===== src/rtl/lut_loader.sv =====
// lut_loader: assembles big-endian 4-byte stream words into 26-bit table writes.
module lut_loader #(
  parameter int DATA_W = 26,
  parameter int ADDR_W = 8
) (
  input  logic              clk,
  input  logic              rst,
  input  logic              start,
  input  logic [7:0]        byte_in,
  input  logic              byte_valid,
  output logic              byte_ready,
  output logic              wr_en,
  output logic [ADDR_W-1:0] wr_addr,
  output logic [DATA_W-1:0] wr_data,
  output logic              busy,
  output logic              done,
  output logic              err
);
  localparam logic [2:0] IDLE    = 3'd0;
  localparam logic [2:0] COLLECT = 3'd1;
  localparam logic [2:0] WRITE   = 3'd2;
  localparam logic [2:0] DONE    = 3'd3;
  localparam logic [2:0] ERR     = 3'd4;
  logic [2:0]        state;
  logic [1:0]        cnt;
  logic [ADDR_W-1:0] addr;
  logic [DATA_W-9:0] acc;
  logic              last;
  assign byte_ready = state == COLLECT;
  assign wr_en      = state == WRITE;
  assign busy       = state == COLLECT || state == WRITE;
  assign done       = state == DONE;
  assign err        = state == ERR;
  assign last       = addr == '1;
  // acc keeps only the low DATA_W-8 bits, so byte0's checked-zero upper bits shift out
  always_ff @(posedge clk) begin
    if (rst) begin
      state   <= IDLE;
      cnt     <= '0;
      addr    <= '0;
      acc     <= '0;
      wr_addr <= '0;
      wr_data <= '0;
    end else begin
      case (state)
        COLLECT: if (byte_valid) begin
          cnt <= cnt + 2'd1;
          if (cnt == 2'd0 && byte_in[7:2] != 6'd0) state <= ERR;
          else if (cnt == 2'd3) begin
            state   <= WRITE;
            wr_addr <= addr;
            wr_data <= {acc, byte_in};
          end else acc <= {acc[DATA_W-17:0], byte_in};
        end
        WRITE: begin
          state <= last ? DONE : COLLECT;
          addr  <= last ? addr : addr + ADDR_W'(1);
        end
        default: if (start) begin
          state <= COLLECT;
          cnt   <= '0;
          addr  <= '0;
        end
      endcase
    end
  end
endmodule


===== config.mk =====
export PLATFORM = sky130hd
export DESIGN_NAME = lut_loader
export DESIGN_NICKNAME = d
export VERILOG_FILES = /design/src/rtl/lut_loader.sv
export SDC_FILE = /design/constraint.sdc
export NUM_CORES = 1
export LEC_CHECK = 0
export ABC_AREA = 1
export CAP_MARGIN = 20
export CORE_UTILIZATION = 40
export CTS_BUF_LIST = sky130_fd_sc_hd__clkbuf_8 sky130_fd_sc_hd__clkbuf_16
export CTS_CLUSTER_DIAMETER = 50
export DETAILED_ROUTE_END_ITERATION = 6
export GPL_TIMING_DRIVEN = 0
export PLACE_DENSITY = 0.68
export SLEW_MARGIN = 0
export SYNTH_ARGS = -nofsm -noshare
export SYNTH_HDL_FRONTEND = slang
export SYNTH_SLANG_ARGS = --single-unit

===== constraint.sdc =====
create_clock -name clk -period 1.54 [get_ports clk]
set_input_delay 0.154 -clock clk [delete_from_list [all_inputs] [get_ports clk]]
set_output_delay 0.154 -clock clk [all_outputs]
set_load 0.005 [all_outputs]

==> results of run 1 <==
[worst reg2reg max path, delay by kind of cell, from the launching register on]
| kind | cells | cell delay [ps] |
|---|---|---|
| AOI/OAI and AO/OA | 2 | 240 |
| DFF | 1 | 360 |
| buffers and inverters | 3 | 430 |
| and+or+nand+nor | 3 | 350 |
[final timing paths]
path / start / endpoint / slack, ps / cells past startpoint
max: state[2] / acc[6] / 60 / 8
min: rst / state[2] / 130 / 2
max reg2reg: state[2] / acc[6] / 60 / 8
min reg2reg: acc[14] / acc[14] / 440 / 2
[synth_stat cells, drive strengths merged]
cell / n / area share (%)
inv: 74 / 10
a21oi: 65 / 12
dfxtp: 65 / 48
o21ai: 57 / 11
nand2: 28 / 4.2
nor2: 18 / 2.7
nand3: 15 / 4.3
buf: 9 / 2.1
clkbuf: 9 / 1.4
ha: 3 / 1.4
nand4: 3 / 0.70
nor3: 3 / 0.56
a31oi: 1 / 0.23
o21bai: 1 / 0.42
xor2: 1 / 0.33
[registers in the layout, indices dropped and copies added, names as in the netlist]
name / count
wr_data: 26
acc: 18
addr: 8
wr_addr: 8
state: 3
cnt: 2
[metal layers]
metal | track usage, % | up-vias | share of wire (%)
met3 | 3.26 | 11 | 4.7
met4 | 7.99 | 0 | 2.2
met2 | 28.5 | 67 | 47
met5 | 0 | - | 0
met1 | 24.8 | 1114 | 46
li1 | - | 1271 | -
[cell type report]
class / count / area [µm²] / share of cell area (%)
Timing Repair Buffer: 56 / 548 / 15.0
Sequential cell: 65 / 1310 / 35.9
Inverter: 74 / 290 / 7.93
Clock inverter: 7 / 95.1 / 2.60
Tap cell: 77 / 96.3 / 2.63
Buffer: 18 / 126 / 3.45
Multi-Input combinational cell: 195 / 1070 / 29.1
Clock buffer: 9 / 124 / 3.39
[layout by cell type, fill, tap and decap left out, types with 5 or more instances in the layout]
master	Yosys	routed
buf_6	2	6
clkbuf_8	0	9
o21ai_1	0	17
buf_4	0	9
a21oi_1	64	64
inv_1	69	68
dfxtp_1	65	62
nor2_1	16	15
clkdlybuf4s50_1	0	44
nand3_4	2	5
nand3_1	10	10
o21ai_0	57	39
nand2_1	27	26
[timing repair]
item	in CTS	in global routing
gates resized for setup	20	42
gates cloned	0	0
buffers inserted	6	1
endpoints found under the setup margin	6	58
hold endpoints to repair	0	0
pin swaps	1	4
[power by group through the flow]
stage | Clock [mW] | Combinational (mW) | Sequential [mW]
after global placement | 0 | 0.289 | 1.78
final | 1.58 | 0.338 | 1.74
after floorplan | 0 | 0.194 | 1.78
after CTS | 1.60 | 0.321 | 1.75
after global routing | 1.69 | 0.379 | 1.75
after detailed placement | 0 | 0.295 | 1.78
[cell families after synthesis]
logic type | after synthesis | synth area share [%]
buffers and inverters | 92 | 13.9
and+or+nand+nor | 67 | 12.4
AOI/OAI and AO/OA | 124 | 23.7
xor gates and xnor gates | 1 | 0.325
DFF | 65 | 48.3
adders and majority gates | 3 | 1.39
[stage by stage]
step	worst slack [ps]	util (%)	area [µm²]
2_1_floorplan	234	-	2700
3_3_place_gp	-279	51.1	3280
3_5_place_dp	-307	51.1	3280
4_1_cts	-81.4	55.6	3570
5_1_grt	-3.86	57.0	3660
6_report	63.3	57.0	3660
==> summary.md, run 1 <==
| Metric | Value |
|---|---|
| Status | `finished with violations` |
| Failing checks | `DRC` |
| GP Congestion | `0.841` |
| WHS | `131 ps` |
| Slew @ Worst Pin | `463 ps` |
| Highest Clock Rate | `677 MHz` |
| Slowest stage delay, CP | `360 ps` |
| CTS tree | `built` |
| Max Slew Vio Count | `0` |
| Syn Std Cell Area | `0.00270 mm²` |
| Final setup fails | `0` |
| Max_slew headroom | `69.1%` |
| Final cell count without fillers | `501` |
| Max_cap viols | `0` |
| Lkg Pwr | `1.39 nW` |
| Crit-path cells | `inv_4, nand3_4, buf_4, nor2_4, nand3_4, buf_6, o21ai_0, a21oi_1` |
| Layout cells sized above 1 | `13.7%` |
| CTS Root Cell | `clkbuf_8` |
| Later-pin clock latency in the skew report | `340 ps` |
| Crit path capture type | `flip-flop` |
| Mapped Cells | `352` |
| Detail Route Antenna Nets | `0` |
| Num CTS Buffers | `9` |
| Die W | `84.1 µm` |
| Core ar. | `0.00642 mm²` |
| Initial Util | `42.0%` |
| Worst Path Arrival | `1700 ps` |
| Final Power | `3.66 mW` |
| Initial antenna violation count | `0` |
| Final Hold Violating Endpoints | `0` |
| Fill count | `600` |
| Height of the die | `84.1 µm` |
| Clock Power Share | `43.2%` |
| Yosys reg bits | `65` |
| Routed vias | `2463` |
| Combinational share of power | `9.2%` |
| Row count | `29` |
| Yosys warning total | `0` |
| Post-Syn Nets | `367` |
| Total wire length | `6110 µm` |
| Largest net degree at the start of global routing | `13` |
| Post-route minimum period | `1480 ps` |
| Dpl hpwl | `4210 µm` |
| Gr ovfl total | `0` |
| Sw frac | `24.5%` |
| IO buf count | `49` |
| Drt wl/cell | `12.2 µm` |
| Pwr per Cell Area | `1000 mW/mm²` |
| CP most frequent cell | `nand3_4` |
| Dpl cells | `478` |
| Int Power | `2.77 mW` |
| Post-synthesis area per instance | `7.66 µm²` |
| Area growth syn-to-layout | `35.7%` |
| CP Launch Type | `flip-flop` |
| First-pass GRT wire length | `10300 µm` |
| CTS Hold Bufs | `0` |
| Critical path buffers and inverters | `3` |
| CP delay by family, top | `buffers and inverters` |
| GRT Util Overall | `18.3%` |
| CP required | `1770 ps` |
| Clock transition at path regs | `80 ps` |
| Slowest cell on crit path | `dfxtp_4` |
| Vias in the first global route | `2214` |
| Clock buffer depth | `2` |
| Clk_skew | `9.67 ps` |
| Kind of critical path | `flip-flop to flip-flop` |
| Seq pwr share | `47.6%` |
| Io pins | `51` |
| Yosys cell types | `25` |
| Clock Sinks | `65` |
| # H-tree levels | `3` |
| Worst-path fanout max | `10` |
| Die ar. | `0.00707 mm²` |
| 1st-pass router iterations | `6` |
| Setup TNS | `0 ps` |
| Remaining DRCs | `14` |
| Nets@finish | `434` |
| RSZ-0062 raised after global routing | `yes` |
| Sequential area share after synthesis | `48.3%` |
| Vias per std cell | `4.92` |
| Diodes inserted | `0` |
| Hold WC Path Type | `primary input to flip-flop` |
| Final cycle utilization of the critical path | `95.9%` |
| Peak supply drop | `518 µV` |
| Iteration-0 DRC Markers | `193` |
| P_sw | `0.899 mW` |
Power figures use the tool's default switching activity.
==> run 2: changes to the inputs <==
Settings changed: CORE_UTILIZATION 40 to 50, PLACE_DENSITY 0.68 to 0.81.
==> run 2 against run 1 <==
  * Total power fell by 0.99%
  * Largest power group unchanged
  * Cell count fell by 2.0%
  * The run now ends clean
  * Design area fell by 1.4%
  * Sequential share of layout area rose by 0.38 points
  * Flip-flop and latch count did not move
  * Hold slack got worse by 20 ps
==> summary.md, run 2 (synthesis gave the netlist of run 1 again) <==
| Metric | Value |
|---|---|
| Die W | `75.4 µm (-10%)` |
| Clock transition at path regs | `70 ps (about the same)` |
| Max Slew Vio Count | `0 (unchanged)` |
| Detail Route Antenna Nets | `0 (unchanged)` |
| # H-tree levels | `3 (unchanged)` |
| CTS tree | `built` |
| Worst Path Arrival | `1760 ps (+60 ps)` |
| Die ar. | `0.00569 mm² (-20%)` |
| Biggest regs | `wr_data: 26 flops, acc: 18 flops` |
| Later-pin clock latency in the skew report | `340 ps (about the same)` |
| P_sw | `0.881 mW (-2.0%)` |
| Hold Startpoint | `rst` |
| Combinational share of power | `9.3% (about the same)` |
| Total wire length | `6340 µm (+3.8%)` |
| Layout cells sized above 1 | `13.8% (+0.097 points)` |
| Worst-path fanout max | `8 (-2)` |
| Area growth syn-to-layout | `33.8%` |
| Max_cap viols | `0 (unchanged)` |
| WHS | `111 ps (-19.6 ps)` |
| Largest net degree at the start of global routing | `12 (-1)` |
| Hold Path Depth | `2 (unchanged)` |
| Routed vias | `2510 (+1.9%)` |
| Worst R2R Setup Slack | `50 ps (about the same)` |
| Worst R2R End | `addr[3]` |
| GRT Util Overall | `24.3% (+6.0 points)` |
| Pwr per Cell Area | `1010 mW/mm² (+0.46%)` |
| Drt wl/cell | `12.9 µm (+5.9%)` |
| Fin util | `70.2% (+13 points)` |
| Kind of critical path | `flip-flop to flip-flop` |
| Height of the die | `75.4 µm (-10%)` |
| Initial antenna violation count | `0 (unchanged)` |
| Vias per std cell | `5.11 (+4.0%)` |
| Status | `finished, final reports clean` |
| Largest Register | `wr_data` |
| Lkg Pwr | `1.35 nW (-3.4%)` |
| Worst Hold Path EP | `state[2]` |
| Pre-CTS setup slack | `-280 ps (+26.6 ps)` |
| Max_slew headroom | `59.5% (-9.6 points)` |
| Sw frac | `24.3% (-0.25 points)` |
| Final Hold Violating Endpoints | `0 (unchanged)` |
| Peak supply drop | `595 µV (+15%)` |
| Num CTS Buffers | `9 (unchanged)` |
| CTS Hold Bufs | `0 (unchanged)` |
| Clock Sinks | `65 (unchanged)` |
| Most common cell after layout, fill and taps aside | `inv_1` |
| Final cycle utilization of the critical path | `96.8% (+0.90 points)` |
| CTS Root Cell | `clkbuf_8` |
| Seq pwr share | `48.1% (+0.5 points)` |
| Hold WC Path Type | `primary input to flip-flop` |
| Vias in the first global route | `2255 (+1.9%)` |
| Initial Util | `52.4% (+10 points)` |
| Iteration-0 DRC Markers | `154 (-20%)` |
| Highest Clock Rate | `671 MHz (-0.93%)` |
| Nets@finish | `431 (-0.69%)` |
| Commonest non-fill, non-tap cells in the layout | `inv_1 (69), a21oi_1 (63), dfxtp_1 (62), clkdlybuf4s50_1 (44), o21ai_0 (33)` |
| Gr ovfl total | `0 (unchanged)` |
| Final setup fails | `0 (unchanged)` |
| Io pins | `51 (unchanged)` |
| Remaining DRCs | `0 (-14)` |
| First-pass GRT wire length | `10100 µm (-1.3%)` |
| CP required | `1810 ps (+40 ps)` |
| Dpl hpwl | `4270 µm (+1.4%)` |
| Clock buffer depth | `2 (unchanged)` |
| Final Power | `3.63 mW (-0.99%)` |
| Post-route minimum period | `1490 ps (+13.9 ps)` |
| IO buf count | `49 (unchanged)` |
| Slew @ Worst Pin | `608 ps (+145 ps)` |
| Core ar. | `0.00514 mm² (-20%)` |
| Clock Power Share | `42.6% (-0.6 points)` |
| Row count | `26 (-10%)` |
| Int Power | `2.75 mW (-0.66%)` |
| Reg-to-reg startpoint | `addr[0]` |
| Setup TNS | `0 ps (unchanged)` |
| Post-route setup slack | `49.4 ps (-13.9 ps)` |
| 1st-pass router iterations | `4 (-2)` |
| Reg2Reg Depth | `7 (-1)` |
| GP Congestion | `0.848 (+0.84%)` |
| Diodes inserted | `0 (unchanged)` |
| RSZ-0062 raised after global routing | `yes` |
| Clk_skew | `4.28 ps (-5.39 ps)` |
| Largest register FFs | `26 (unchanged)` |
| Crit path capture type | `flip-flop` |
| CP Launch Type | `flip-flop` |
[run 2: cell count changes in the layout (fill, tap and decap cells not counted), moves of 3 or more]
cell            delta
o21ai_1            +3
o21ai_0            -6
dlymetal6s2s_1     -3
o21ai_2            +3
dlygate4sd2_1      +3
[run 2: repair_timing]
| item | CTS | global route |
|---|---|---|
| setup buffers | 4 | 0 |
| gates resized for setup | 24 | 45 |
| pin swaps | 1 | 0 |
| setup endpoints to repair | 13 | 52 |
[run 2: worst max-delay path by stage]
stage          startpoint          to  cells past startpoint  slack (ps)
6_report          addr[0]     addr[3]                      7          50
5_1_grt           addr[0]     addr[3]                      7         -20
2_1_floorplan      cnt[0]     acc[12]                      7         230
3_5_place_dp   byte_in[4]     acc[10]                      8        -280
4_1_cts          state[1]  wr_addr[3]                      8           6
3_3_place_gp   byte_in[6]     acc[11]                      8        -250
[run 2: stage by stage]
step	std cells	cell area, µm²
global route	491	3610
global placement	471	3270
finish	491	3610
floorplan	352	2700
detailed placement	471	3270
CTS	491	3540
[run 2: power by group through the flow]
stage          clock, mW  combinational, mW  sequential, mW
6_report            1.54              0.337            1.75
4_1_cts             1.57              0.317            1.75
2_1_floorplan          0              0.194            1.78
3_5_place_dp           0              0.295            1.78
5_1_grt             1.65              0.371            1.75
3_3_place_gp           0              0.284            1.78
[run 2: routing by layer]
| metal | global-route usage (%) | up-vias | part of all wire (%) |
|---|---|---|---|
| met3 | 5.95 | 12 | 6.0 |
| li1 | - | 1252 | - |
| met1 | 30.7 | 1160 | 43 |
| met5 | 0 | - | 0 |
| met2 | 39.0 | 86 | 49 |
| met4 | 11.9 | 0 | 2.1 |
[run 2: cell type report]
cell class | instances | area [µm²]
timing repair buffer | 53 | 514
tap | 70 | 87.6
multi-input combinational | 195 | 1080
clock inverter | 7 | 86.3
fill | 449 | 1530
inverter | 74 | 288
clock buffer | 9 | 124
sequential | 65 | 1310
buffer | 18 | 123
[run 2: worst max-delay path: stages, from the launching register on]
cell,delay [ps]
dfxtp_1,380
ha_1,190
nand2_1,90
nor2_2,210
nand3_4,150
nand2_4,150
o21ai_0,90
a21oi_1,150
==> run 3: changes to the inputs <==
Settings changed: ABC_CLOCK_PERIOD_IN_PS set to 1540, DONT_BUFFER_PORTS set to 1, PLACE_DENSITY 0.81 to 0.69.
==> run 3 against run 2 <==
  * Die area unchanged
  * Clock skew about the same
  * Flip-flop and latch count unchanged
  * Largest cell class unchanged
  * Clock power down 7%
  * Largest power group unchanged
  * Maximum frequency up 3.6%
  * Critical path depth unchanged
==> summary.md, run 3 (synthesis gave the netlist of run 1 again) <==
| Metric | Value |
|---|---|
| Status | `finished, final reports clean` |
| Placed Area | `0.00278 mm² (-15%)` |
| # H-tree levels | `3 (unchanged)` |
| Final setup fails | `0 (unchanged)` |
| Dpl hpwl | `3940 µm (-7.6%)` |
| Largest register FFs | `26 (unchanged)` |
| Clock transition at path regs | `70 ps (about the same)` |
| Die W | `75.4 µm (unchanged)` |
| Max Slew Vio Count | `0 (unchanged)` |
| Initial Util | `52.4% (unchanged)` |
| Dpl cells | `422 (-10%)` |
| IO buf count | `0 (-100%)` |
| Max_slew headroom | `69.3% (+9.9 points)` |
| Kind of critical path | `flip-flop to flip-flop` |
| Int Power | `2.55 mW (-7.1%)` |
| Initial antenna violation count | `0 (unchanged)` |
| Slowest stage delay, CP | `330 ps (-50 ps)` |
| Seq pwr share | `50.7% (+2.6 points)` |
| Setup TNS | `0 ps (unchanged)` |
| Area growth syn-to-layout | `13.0%` |
| Iteration-0 DRC Markers | `85 (-45%)` |
| Final cycle utilization of the critical path | `93.5% (-3.3 points)` |
| Pwr per Cell Area | `1130 mW/mm² (+12%)` |
| Lkg Pwr | `1.12 nW (-17%)` |
| Clock Sinks | `65 (unchanged)` |
| Final Power | `3.44 mW (-5.3%)` |
| Io pins | `51 (unchanged)` |
| Combinational share of power | `7.5% (-1.8 points)` |
| P_sw | `0.885 mW (+0.40%)` |
| Largest Register | `wr_data` |
| Final Cell Area | `0.00305 mm² (-16%)` |
| Clock buffer depth | `2 (unchanged)` |
| Diodes inserted | `0 (unchanged)` |
| Gr ovfl total | `0 (unchanged)` |
| Row count | `26 (unchanged)` |
| Highest Clock Rate | `695 MHz (+3.6%)` |
| Crit path capture type | `flip-flop` |
| 1st-pass router iterations | `4 (unchanged)` |
| CP required | `1770 ps (-40 ps)` |
| Final cell count without fillers | `441 (-10%)` |
| Fill count | `510 (+14%)` |
| Core ar. | `0.00514 mm² (unchanged)` |
| Sw frac | `25.8% (+1.5 points)` |
| Die ar. | `0.00569 mm² (unchanged)` |
| Slew @ Worst Pin | `460 ps (-148 ps)` |
| Hold WC Path Type | `primary input to flip-flop` |
| Later-pin clock latency in the skew report | `340 ps (about the same)` |
| Clock Power Share | `41.7% (-0.9 points)` |
| Post-route minimum period | `1440 ps (-51.3 ps)` |
| Layout cells sized above 1 | `12.4% (-1.4 points)` |
| Vias per std cell | `5.10 (-0.24%)` |
| Biggest regs | `wr_data: 26 flops, acc: 18 flops` |
| Worst-path fanout max | `10 (+2)` |
| CTS tree | `built` |
| Routed vias | `2249 (-10%)` |
| Worst Path Arrival | `1670 ps (-90 ps)` |
| Detail Route Antenna Nets | `0 (unchanged)` |
| CP Launch Type | `flip-flop` |
| Height of the die | `75.4 µm (unchanged)` |
| Vias in the first global route | `1961 (-13%)` |
| Most common cell after layout, fill and taps aside | `inv_1` |
| Slowest cell on crit path | `dfxtp_1` |
| First-pass GRT wire length | `8590 µm (-15%)` |
| Crit-path cells | `inv_1, ha_1, nand2_2, nand3_4, buf_2, o21ai_0, a21oi_1` |
| RSZ-0062 raised after global routing | `yes` |
| Total wire length | `5560 µm (-12%)` |
| Worst R2R Setup Slack | `100 ps (+50 ps)` |
| Max_cap viols | `0 (unchanged)` |
| Commonest non-fill, non-tap cells in the layout | `inv_1 (69), dfxtp_1 (65), a21oi_1 (64), o21ai_0 (42), nand2_1 (26)` |
| Final Hold Violating Endpoints | `0 (unchanged)` |
| GRT Util Overall | `20.7% (-3.5 points)` |
| GP Congestion | `0.849 (about the same)` |
| Num CTS Buffers | `9 (unchanged)` |
| Peak supply drop | `675 µV (+14%)` |
| Post-CTS Setup Inserts | `0 (-4)` |
| Nets@finish | `381 (-12%)` |
| Remaining DRCs | `0 (unchanged)` |
| Drt wl/cell | `12.6 µm (-2.5%)` |
| Clk_skew | `4.19 ps (-0.0892 ps)` |
| Largest net degree at the start of global routing | `13 (+1)` |
| CTS Root Cell | `clkbuf_8` |
-- run 3: power groups by stage --
| stage | registers [mW] | logic [mW] | clock network [mW] |
|---|---|---|---|
| after floorplan | 1.78 | 0.194 | 0 |
| final | 1.74 | 0.259 | 1.43 |
| after detailed placement | 1.78 | 0.239 | 0 |
| after global placement | 1.78 | 0.235 | 0 |
| after global routing | 1.75 | 0.295 | 1.53 |
| after CTS | 1.74 | 0.247 | 1.46 |
-- run 3: layout make-up --
cell class | instances | area (µm²) | area share (%)
Buffer | 18 | 101 | 3.33
Clock buffer | 9 | 124 | 4.07
Clock inverter | 7 | 70.1 | 2.30
Inverter | 74 | 280 | 9.20
Multi-Input combinational cell | 195 | 1050 | 34.5
Sequential cell | 65 | 1300 | 42.7
Tap cell | 70 | 87.6 | 2.87
Timing Repair Buffer | 3 | 30.0 | 0.986
-- run 3: timing repair --
action	4_1_cts	5_1_grt
resized for setup	1	29
setup endpoints to repair	1	55
gates cloned	0	0
hold endpoints to repair	4	0
hold buffers	3	0
pin swaps	0	0
-- run 3: metrics by stage --
step,worst slack [ps],hold slack (ps),utilization (%)
2_1_floorplan,234,345,-
6_report,101,6.06,59.3
3_3_place_gp,18.1,351,54.1
3_5_place_dp,2.65,356,54.1
4_1_cts,17.7,0.300,58.5
5_1_grt,-5.34,3.65,59.3
-- run 3: worst max-delay path, delay by kind of cell (launching register included) --
kind,cells,cell delay (ps)
DFF,1,330
adders and majority gates,1,220
AOI/OAI and AO/OA,2,260
buffers and inverters,2,260
and+or+nand+nor,2,260
-- run 3: per-layer routing --
metal | up-vias | global-route usage (%) | routed length [µm]
li1 | 1163 | - | -
met1 | 1014 | 26.0 | 2660
met2 | 61 | 31.0 | 2440
met3 | 11 | 7.41 | 353
met4 | 0 | 11.9 | 102
met5 | - | 0 | 0
-- run 3: path summary, 6_finish.rpt --
kind              startpoint         end  cells past startpoint
setup / recovery      cnt[0]      acc[5]                      7
hold / removal    byte_in[4]  wr_data[4]                      2
setup reg to reg      cnt[0]      acc[5]                      7
hold reg to reg      acc[13]     acc[13]                      2
==> variant (settings of run 2) <==
Set the parameter `DATA_W` to 30 (it was 26).
--- a/src/rtl/lut_loader.sv
+++ b/src/rtl/lut_loader.sv
@@ -2,3 +2,3 @@
 module lut_loader #(
-  parameter int DATA_W = 26,
+  parameter int DATA_W = 30,
   parameter int ADDR_W = 8
Ports: changed (resized wr_data); port bits go from 51 to 55. No check against the original RTL was run, so the function may have changed too.
==> variant against run 2 <==
- clock power grew 21%
- synthesized area up 13%
- clock skew increased by 0.0061 ns
- setup slack better by 0.018 ns
- sequential cell count is 8 higher
- core utilization is 1.7 points lower
- total power up 26%
- largest power group unchanged
- final area increased by 12%
- routed wire length increased by 11%
- critical path depth increased by 1
==> variant: results (changes against run 2) <==
1st-pass router iterations=5 (was 4); Seq/total area=36.5% (was 36.3%); pre-CTS setup slack=-0.268 ns (was -0.280 ns); Leak=1.49 nW (was 1.35 nW); worst-case vdd ir drop=0.000683 V (was 0.000595 V); syn_nets=401 (was 367); sequential element share of the synthesized area=48.0% (was 48.3%); multi-input logic area=1160 um2 (was 1080 um2); share of cells above drive strength 1=12.8% (was 13.8%); dpl cell area=3670 um2 (was 3270 um2); met1 WL=3.22 mm (was 2.74 mm); slowest stage delay, CP=0.34 ns (was 0.38 ns); vias per cell=5.04 (was 5.11); Worst-Skew Late Latency=0.34 ns (about the same); total track usage=22.7% (was 24.3%); Post-Place Cells=514 (was 471); port bufs=53 (was 49); arrival time at the worst endpoint=1.71 ns (was 1.76 ns); vias=2704 (was 2510); GP Congestion=0.874 (was 0.848); Logic inverters=80 (was 74); HPWL Detailed=4.71 mm (was 4.27 mm); largest net degree at the start of global routing=13 (was 12); number of global-route vias before repair=2480 (was 2255); design area=4030 um2 (was 3610 um2); # fillers=473 (was 449); status=finished, final reports clean (unchanged); grt met2 use=36.2% (was 39.0%); Syn Area/Cell=7.89 um2 (was 7.66 um2); cts bufs inserted=9 (unchanged); CLK BUF=11 (was 9); ClkCell Share=6.30% (was 5.83%); Top Registers=wr_data: 30 flops, acc: 22 flops (was wr_data: 26 flops, acc: 18 flops); Layout Nets=471 (was 431); Slowest cell on crit path=dfxtp_2 (was dfxtp_1); count of cell types in the netlist=27 (was 25); comb_multi_in=213 (was 195); Post-CTS Setup Bufs=5 (was 4); met2 wire length=3.38 mm (was 3.09 mm); most frequent cells after synthesis=inv_1 (76), dfxtp_1 (73), a21oi_1 (72) (was inv_1 (69), dfxtp_1 (65), a21oi_1 (64)); Area contributors post-synth=dfxtp_1 (48%), a21oi_1 (12%), o21ai_0 (9.5%), inv_1 (9.4%), nand2_1 (3.2%) (was dfxtp_1 (48%), a21oi_1 (12%), o21ai_0 (11%), inv_1 (9.6%), nand2_1 (3.8%)); crit-path max FO=10 (was 8); clk_skew=0.0104 ns (was 0.00428 ns); slew margin rel.=67.7% (was 59.5%); CP top delay family=buffers and inverters (was simple AND/OR/NAND/NOR gates); post-cts resize count=19 (was 24); wire per inst=13.1 um (was 12.9 um); Seq Cell Count=73 (was 65); number of non-clock buffers in the layout=79 (was 71); Layout non-clock buf frac=18.3% (was 17.7%); met3 WL post-DR=366 um (was 381 um); met3 Resource Use GR=5.23% (was 5.95%)
variant: changes by cell type after synthesis, moves of 2 or more:
cell	before	now
buf_6	2	8
buf_2	6	2
inv_1	69	76
nor2_1	16	19
o21ai_1	0	6
nand3_4	2	4
nand3_1	10	8
nand3_2	3	1
o21ai_2	0	3
a21oi_1	64	72
dfxtp_1	65	73
variant: worst paths after layout:
path              startpoint           to  slack, ns  cells after the start
hold / removal           rst      addr[2]       0.10                      2
hold reg to reg   wr_addr[4]   wr_addr[4]       0.44                      2
setup reg to reg      cnt[0]  wr_data[22]       0.07                      8
setup / recovery      cnt[0]  wr_data[22]       0.07                      8
variant: cells by family after synthesis:
group	synth area share, %
and+or+nand+nor	11.7
buffers and inverters	14.9
adders and majority gates	1.23
AOI/OAI and AO/OA	24.0
DFF	48.0
xor gates and xnor gates	0.288
variant: power breakdown:
part / switching (W) / internal [W]
clock: 0.000708 / 0.00116
combinational: 0.000383 / 0.000277
sequential: 0.0000722 / 0.00197
